===== src/rtl/seg_scan_driver_if.sv =====
// seg_scan_driver_if
//   Load handshake between a value producer and seg_scan_driver.
//   Signals:
//     value_valid : producer offers a new binary value
//     value       : unsigned binary value (DATA_W bits)
//     value_ready : converter idle; transfer when valid && ready
//   Modports: master (producer side), slave (seg_scan_driver side).
interface seg_scan_driver_if #(
    parameter int DATA_W = 16
);
    logic              value_valid;
    logic [DATA_W-1:0] value;
    logic              value_ready;

    modport master (output value_valid, output value, input value_ready);
    modport slave  (input value_valid, input value, output value_ready);
endinterface


===== src/rtl/seg_scan_driver.sv =====
// seg_scan_driver
//   Converts a binary value to BCD with an iterative double-dabble FSM
//   (IDLE -> SHIFT x DATA_W -> COMMIT) and time-multiplexes the result
//   onto a common-segment 7-segment display, MSD first.
//   Ports:
//     clk, reset  : single clock, synchronous active-high reset
//     load        : slave side of seg_scan_driver_if (value handshake)
//     dp_mask     : live decimal-point enables, bit i -> digit[i]
//     digit       : one-hot digit enable (registered)
//     seg_data    : segments {g,f,e,d,c,b,a} (registered)
//     seg_dp      : decimal point of the active digit (registered)
//     update_done : one-cycle pulse when new display contents appear
//     overflow    : committed value does not fit in NUM_DIGITS digits
//   Build option: define SEG_LEADING_ZERO_BLANK_EN to blank leading zeros.
module seg_scan_driver #(
    parameter int NUM_DIGITS  = 8,
    parameter int DATA_W      = 16,
    parameter int REFRESH_DIV = 131072
) (
    input  logic                  clk,
    input  logic                  reset,
    seg_scan_driver_if.slave      load,
    input  logic [NUM_DIGITS-1:0] dp_mask,
    output logic [NUM_DIGITS-1:0] digit,
    output logic [6:0]            seg_data,
    output logic                  seg_dp,
    output logic                  update_done,
    output logic                  overflow
);
    localparam int BCD_W = 4 * NUM_DIGITS;
    localparam int CNT_W = $clog2(DATA_W);
    localparam int PRE_W = $clog2(REFRESH_DIV);
    localparam int IDX_W = $clog2(NUM_DIGITS);

    function automatic logic [63:0] pow10(input int unsigned n);
        logic [63:0] p;
        p = 64'd1;
        for (int unsigned i = 0; i < n; i++) p = p * 64'd10;
        return p;
    endfunction

    localparam logic [63:0] LIMIT = pow10(NUM_DIGITS);
    localparam logic [6:0]  DASH  = 7'b1000000;
`ifdef SEG_LEADING_ZERO_BLANK_EN
    localparam logic [6:0]  RST_SEG = 7'b0000000;
`else
    localparam logic [6:0]  RST_SEG = 7'b0111111;
`endif

    function automatic logic [6:0] seg_code(input logic [3:0] d);
        case (d)
            4'd0:    seg_code = 7'b0111111;
            4'd1:    seg_code = 7'b0000110;
            4'd2:    seg_code = 7'b1011011;
            4'd3:    seg_code = 7'b1001111;
            4'd4:    seg_code = 7'b1100110;
            4'd5:    seg_code = 7'b1101101;
            4'd6:    seg_code = 7'b1111101;
            4'd7:    seg_code = 7'b0100111;
            4'd8:    seg_code = 7'b1111111;
            4'd9:    seg_code = 7'b1101111;
            default: seg_code = 7'b0000000;
        endcase
    endfunction

    typedef enum logic [1:0] {IDLE, SHIFT, COMMIT} state_t;
    state_t state, state_next;

    logic                  ready_int, done_int, accept, last_bit;
    logic [DATA_W-1:0]     shreg;
    logic [CNT_W-1:0]      bit_cnt;
    logic [BCD_W-1:0]      bcd, adj, bcd_next;
    logic                  ovf_pend;
    logic [BCD_W-1:0]      disp_bcd;
    logic                  disp_ovf;
    logic [PRE_W-1:0]      presc;
    logic [IDX_W-1:0]      scan_idx;
    logic [3:0]            cur_nib;
    logic                  blank;
    logic [6:0]            seg_cur;
    logic [NUM_DIGITS-1:0] digit_q;
    logic [6:0]            seg_q;
    logic                  dp_q;

    // ---------------- converter FSM ----------------
    always_ff @(posedge clk) begin
        if (reset) state <= IDLE;
        else       state <= state_next;
    end

    assign last_bit = (bit_cnt == CNT_W'(DATA_W - 1));

    always_comb begin
        state_next = state;
        ready_int  = 1'b0;
        done_int   = 1'b0;
        case (state)
            IDLE: begin
                ready_int = 1'b1;
                if (load.value_valid) state_next = SHIFT;
            end
            SHIFT:  if (last_bit) state_next = COMMIT;
            COMMIT: begin
                done_int   = 1'b1;
                state_next = IDLE;
            end
            default: state_next = IDLE;
        endcase
    end

    assign accept = ready_int & load.value_valid;

    // One double-dabble step: add 3 to every digit >= 5, then shift in the next bit.
    always_comb begin
        adj = '0;
        for (int unsigned i = 0; i < NUM_DIGITS; i++) begin
            adj[4*i +: 4] = (bcd[4*i +: 4] >= 4'd5) ? bcd[4*i +: 4] + 4'd3 : bcd[4*i +: 4];
        end
        bcd_next = BCD_W'({adj, shreg[DATA_W-1]});
    end

    // The display register is written on the edge that enters COMMIT, so the
    // new contents and the update_done pulse appear in the same cycle.
    always_ff @(posedge clk) begin
        if (reset) begin
            shreg    <= '0;
            bit_cnt  <= '0;
            bcd      <= '0;
            ovf_pend <= 1'b0;
            disp_bcd <= '0;
            disp_ovf <= 1'b0;
        end else begin
            case (state)
                IDLE: if (accept) begin
                    shreg    <= load.value;
                    bcd      <= '0;
                    bit_cnt  <= '0;
                    ovf_pend <= (64'(load.value) >= LIMIT);
                end
                SHIFT: begin
                    shreg   <= shreg << 1;
                    bcd     <= bcd_next;
                    bit_cnt <= bit_cnt + 1'b1;
                    if (last_bit) begin
                        disp_bcd <= bcd_next;
                        disp_ovf <= ovf_pend;
                    end
                end
                default: ;
            endcase
        end
    end

    // ---------------- scan ----------------
    always_ff @(posedge clk) begin
        if (reset) begin
            presc    <= '0;
            scan_idx <= IDX_W'(NUM_DIGITS - 1);
        end else if (presc == PRE_W'(REFRESH_DIV - 1)) begin
            presc    <= '0;
            scan_idx <= (scan_idx == '0) ? IDX_W'(NUM_DIGITS - 1) : scan_idx - 1'b1;
        end else begin
            presc <= presc + 1'b1;
        end
    end

`ifdef SEG_LEADING_ZERO_BLANK_EN
    logic [NUM_DIGITS-1:0] lead_zero;
    // lead_zero[i]: digit i and every digit above it are zero.
    always_comb begin
        lead_zero = '0;
        lead_zero[NUM_DIGITS-1] = (disp_bcd[BCD_W-1 -: 4] == 4'd0);
        for (int unsigned i = NUM_DIGITS - 1; i > 0; i--) begin
            lead_zero[i-1] = lead_zero[i] && (disp_bcd[4*(i-1) +: 4] == 4'd0);
        end
    end
`endif

    always_comb begin
        cur_nib = '0;
        blank   = 1'b0;
        for (int unsigned i = 0; i < NUM_DIGITS; i++) begin
            if (scan_idx == IDX_W'(i)) begin
                cur_nib = disp_bcd[4*i +: 4];
`ifdef SEG_LEADING_ZERO_BLANK_EN
                blank = (i != 0) && lead_zero[i];
`endif
            end
        end
        if (disp_ovf)   seg_cur = DASH;
        else if (blank) seg_cur = '0;
        else            seg_cur = seg_code(cur_nib);
    end

    // Reset loads what the reset-time scan index (MSD) and zero display would give,
    // so the MSD is selected in the first cycle after release.
    always_ff @(posedge clk) begin
        if (reset) begin
            digit_q <= NUM_DIGITS'(1) << (NUM_DIGITS - 1);
            seg_q   <= RST_SEG;
            dp_q    <= dp_mask[NUM_DIGITS-1];
        end else begin
            digit_q <= NUM_DIGITS'(1) << scan_idx;
            seg_q   <= seg_cur;
            dp_q    <= dp_mask[scan_idx];
        end
    end

    assign load.value_ready = ready_int & ~reset;
    assign update_done      = done_int & ~reset;
    assign overflow         = disp_ovf & ~reset;
    assign digit            = reset ? '0 : digit_q;
    assign seg_data         = reset ? '0 : seg_q;
    assign seg_dp           = dp_q & ~reset;
endmodule

===== src/flat_wrapper.sv =====
// flat-port wrapper written by rule: the top's interface ports become plain ports
module seg_scan_driver_flat 
#(
    parameter int NUM_DIGITS  = 8,
    parameter int DATA_W      = 16,
    parameter int REFRESH_DIV = 131072
)
  (clk, reset, dp_mask, digit, seg_data, seg_dp, update_done, overflow, load_value_valid, load_value, load_value_ready);
  seg_scan_driver_if #(.DATA_W(DATA_W)) load_i ();
  input  logic clk;
  input  logic reset;
  input  logic [NUM_DIGITS-1:0] dp_mask;
  output logic [NUM_DIGITS-1:0] digit;
  output logic [6:0] seg_data;
  output logic seg_dp;
  output logic update_done;
  output logic overflow;
  input wire logic [$bits(load_i.value_valid)-1:0] load_value_valid;
  input wire logic [$bits(load_i.value)-1:0] load_value;
  output wire logic [$bits(load_i.value_ready)-1:0] load_value_ready;
  assign load_i.value_valid = load_value_valid;
  assign load_i.value = load_value;
  assign load_value_ready = load_i.value_ready;
  seg_scan_driver #(.NUM_DIGITS(NUM_DIGITS), .DATA_W(DATA_W), .REFRESH_DIV(REFRESH_DIV)) u_core (.clk(clk), .reset(reset), .load(load_i), .dp_mask(dp_mask), .digit(digit), .seg_data(seg_data), .seg_dp(seg_dp), .update_done(update_done), .overflow(overflow));
endmodule

===== config.mk =====
export PLATFORM = sky130hd
export DESIGN_NAME = seg_scan_driver_flat
export DESIGN_NICKNAME = d
export VERILOG_FILES = /design/src/rtl/seg_scan_driver_if.sv /design/src/rtl/seg_scan_driver.sv /design/src/flat_wrapper.sv
export SDC_FILE = /design/constraint.sdc
export NUM_CORES = 1
export LEC_CHECK = 0
export BUFFER_PORTS_ARGS = -buffer_cell sky130_fd_sc_hd__buf_2
export CAP_MARGIN = 20
export CORE_MARGIN = 1
export CORE_UTILIZATION = 60
export DETAILED_ROUTE_END_ITERATION = 7
export HOLD_SLACK_MARGIN = 0.05
export PLACE_DENSITY = 0.8
export REMOVE_ABC_BUFFERS = 1
export SYNTH_ARGS = -nofsm -noshare
export SYNTH_HDL_FRONTEND = slang
export SYNTH_SLANG_ARGS = --single-unit

===== constraint.sdc =====
create_clock -name clk -period 4.9 [get_ports clk]
set_input_delay 1.47 -clock clk [delete_from_list [all_inputs] [get_ports clk]]
set_output_delay 1.47 -clock clk [all_outputs]
set_load 0.03 [all_outputs]

==> results.ini <==
[grt]
grt_use_total=0.272
antenna_found_initial=0
gr-total-overflow=0
met1_usage=0.307
busiest_layer=met2
grt_pass1_wl_mm=22.3
first_global_vias=5046
grt_util_met2=0.472
grtUsageMet3=0.0671
grt_max_degree=60

[timing]
fmax_ghz=0.268
relSlewSlack=0.429
finClkSkew_ns=0.00879
setup_viol=0
worst_slew_pin_slew_ns=0.857
fin_crit_ns=3.73
rsz0062_at_grt=no
finalHoldViolCount=0
slew_violations=0
period_share=0.761
setup_tns_ns=0

[outcome]
status=finished clean

[worst_setup_path]
crit_type=in2out
worstPathArrival_ns=2.26
crit_path_end_kind=output pin
critical-path-max-stage-delay_ns=0.44
crit_chain=buf_4, nor3b_1, buf_2
startpoint_type=primary input
crit_fanout=57
r2r_setup_slack_ns=1.92
slowest_stage=buf_4
worstPathRequired_ns=3.43

[clocking]
path_clk_slew_ns=0.06
clock_sinks=122
h-tree-depth=4
cts_made_buffers=17
cts_post_setup_buffers_inserted=0
cts-root-buf=clkbuf_8
clkLatencyLatePin_ns=0.53
clock_path_buffers=2
cts_resized=0
cts_tree=done
cts_hold_buf=0

[logic_synthesis]
synth.area.mux_share=0.0115
synth_fa_ha_area_frac=0.0556
yosys-top-cells-count=dfxtp_1 (122), nor2_1 (117), a21oi_1 (75), nand2_1 (51), clkbuf_1 (44)
synth_area_leader_cell=dfxtp_1
synth_edf_count=0
async_flop_share=0
syn_avg_cell_area_um2=8.07
yosys_register_bits=122
mappedNetlistArea_um2=6080
ys_top_cells_by_area=dfxtp_1 (40%), nor2_1 (7.2%), a21oi_1 (6.2%)
synthDominantCellAreaShare=0.402
synth_most_common_cell=dfxtp_1
yosys_warnings=0
synth_seq_area_share=0.402
synth-xor-area-share=0.0389
synth_cells=753
synth_compound_area_frac=0.202
synthDistinctLibCells=51
synth_top_family_by_area=simple AND/OR/NAND/NOR gates
synth-simple-area-share=0.230
ys.flop_type=dfxtp_1

[floorplanning]
pin_count=46
start_util=0.622
dieArea_um2=10500
floorplan.core_area_um2=9770
die_h_um=103
die_w_um=103
rows=36

[final_layout]
n_antenna_cell=0
fin_nets=822
final_core_util=0.701
drive_gt1_frac=0.126
syn2layout_area_growth_pct=12.7

[drt]
vias=5346
drt-pass1-iter-count=5
postRouteAntennaNets=0
wl_mm=13.6
drc=0
drt_iter0_drc=241
viasPerCell=5.86
wl_per_cell_um=14.9

[job]
maxCapViolations=0

[pwr]
vdd_drop_max_uv=323
leakage_nw=2.63
p_per_area_nw_per_um2=338

[place]
dp_hpwl_mm=8.68
globalplace.congestion=0.855
portBuffers=44

[worst_hold_path]
hold_class=reg2reg

## cells by family after synthesis
group | count (synthesis)
buffers and inverters | 91
adder cells (fa/ha/maj) | 27
XOR/XNOR | 27
AND/OR/NAND/NOR | 293
AO/OA/AOI/OAI | 188
other | 1
flip-flops | 122
multiplexers | 4
## critical path: cells and delay by family
kind	cells	cell delay, ns
and+or+nand+nor	1	0.10
buffers and inverters	2	0.65
## path summary, 6_finish.rpt
path,startpoint,end,depth (start not counted)
worst max-delay path,reset,update_done,3
worst min-delay path,u_core.presc[0],u_core.presc[0],1
worst max register to register,u_core.scan_idx[0],u_core.seg_q[6],9
worst min register to register,u_core.presc[0],u_core.presc[0],1
## area by class of cell
cell class	count	area, µm²
Clock buffer	21	459
Clock inverter	9	97.6
Fill cell	774	2930
Inverter	37	139
Multi-Input combinational cell	540	3280
Sequential cell	122	2440
Tap cell	133	166
Timing Repair Buffer	50	268
## power by group
part           internal (mW)  total (mW)  switching (mW)  leakage, nW
Clock                  0.751        1.17           0.422        0.279
Combinational         0.0393       0.115          0.0753         1.36
Sequential              1.01        1.02          0.0149        0.988
## cells in the final DEF (no fill, tap or decap), types with 7 or more instances in the layout
master / n
buf_2: 43
xor2_1: 16
nand3_1: 18
and2_1: 8
nand2_1: 51
dfxtp_1: 122
buf_4: 7
a21oi_1: 75
xnor2_1: 11
ha_1: 27
o221a_2: 8
a22oi_1: 27
a211oi_1: 16
nor3b_1: 10
a2111oi_0: 9
clkbuf_16: 16
nor3_1: 24
inv_1: 37
nand2b_1: 11
nor2_1: 117
o21ai_0: 29
nor2b_1: 33
## state kept, by name, summed over array words and instances (netlist names)
register	cells
u_core.disp_bcd	32
u_core.bcd	32
u_core.shreg	16
u_core.seg_q	7
u_core.bit_cnt	4
u_core.dp_q	1
u_core.digit_q	8
u_core.scan_idx	3
u_core.presc	17
u_core.state	2
## layer usage
| metal | vias up | share of wire |
|---|---|---|
| met2 | 124 | 0.50 |
| met1 | 2557 | 0.43 |
| met5 | - | 0 |
| li1 | 2629 | - |
| met4 | 0 | 0.028 |
| met3 | 36 | 0.044 |
## through the flow
stage | cells | power [mW] | hold WS, ns | cell area (µm²) | worst slack [ns]
after floorplan | 699 | 1.10 | 0.426 | 5850 | 1.23
after global placement | 882 | 1.15 | 0.433 | 6290 | 1.21
after detailed placement | 882 | 1.16 | 0.448 | 6290 | 1.18
after CTS | 912 | 2.32 | 0.461 | 6850 | 1.18
after global routing | 912 | 2.38 | 0.492 | 6850 | 1.09
final | 912 | 2.31 | 0.460 | 6850 | 1.17
(Power assumes the default switching activity.)
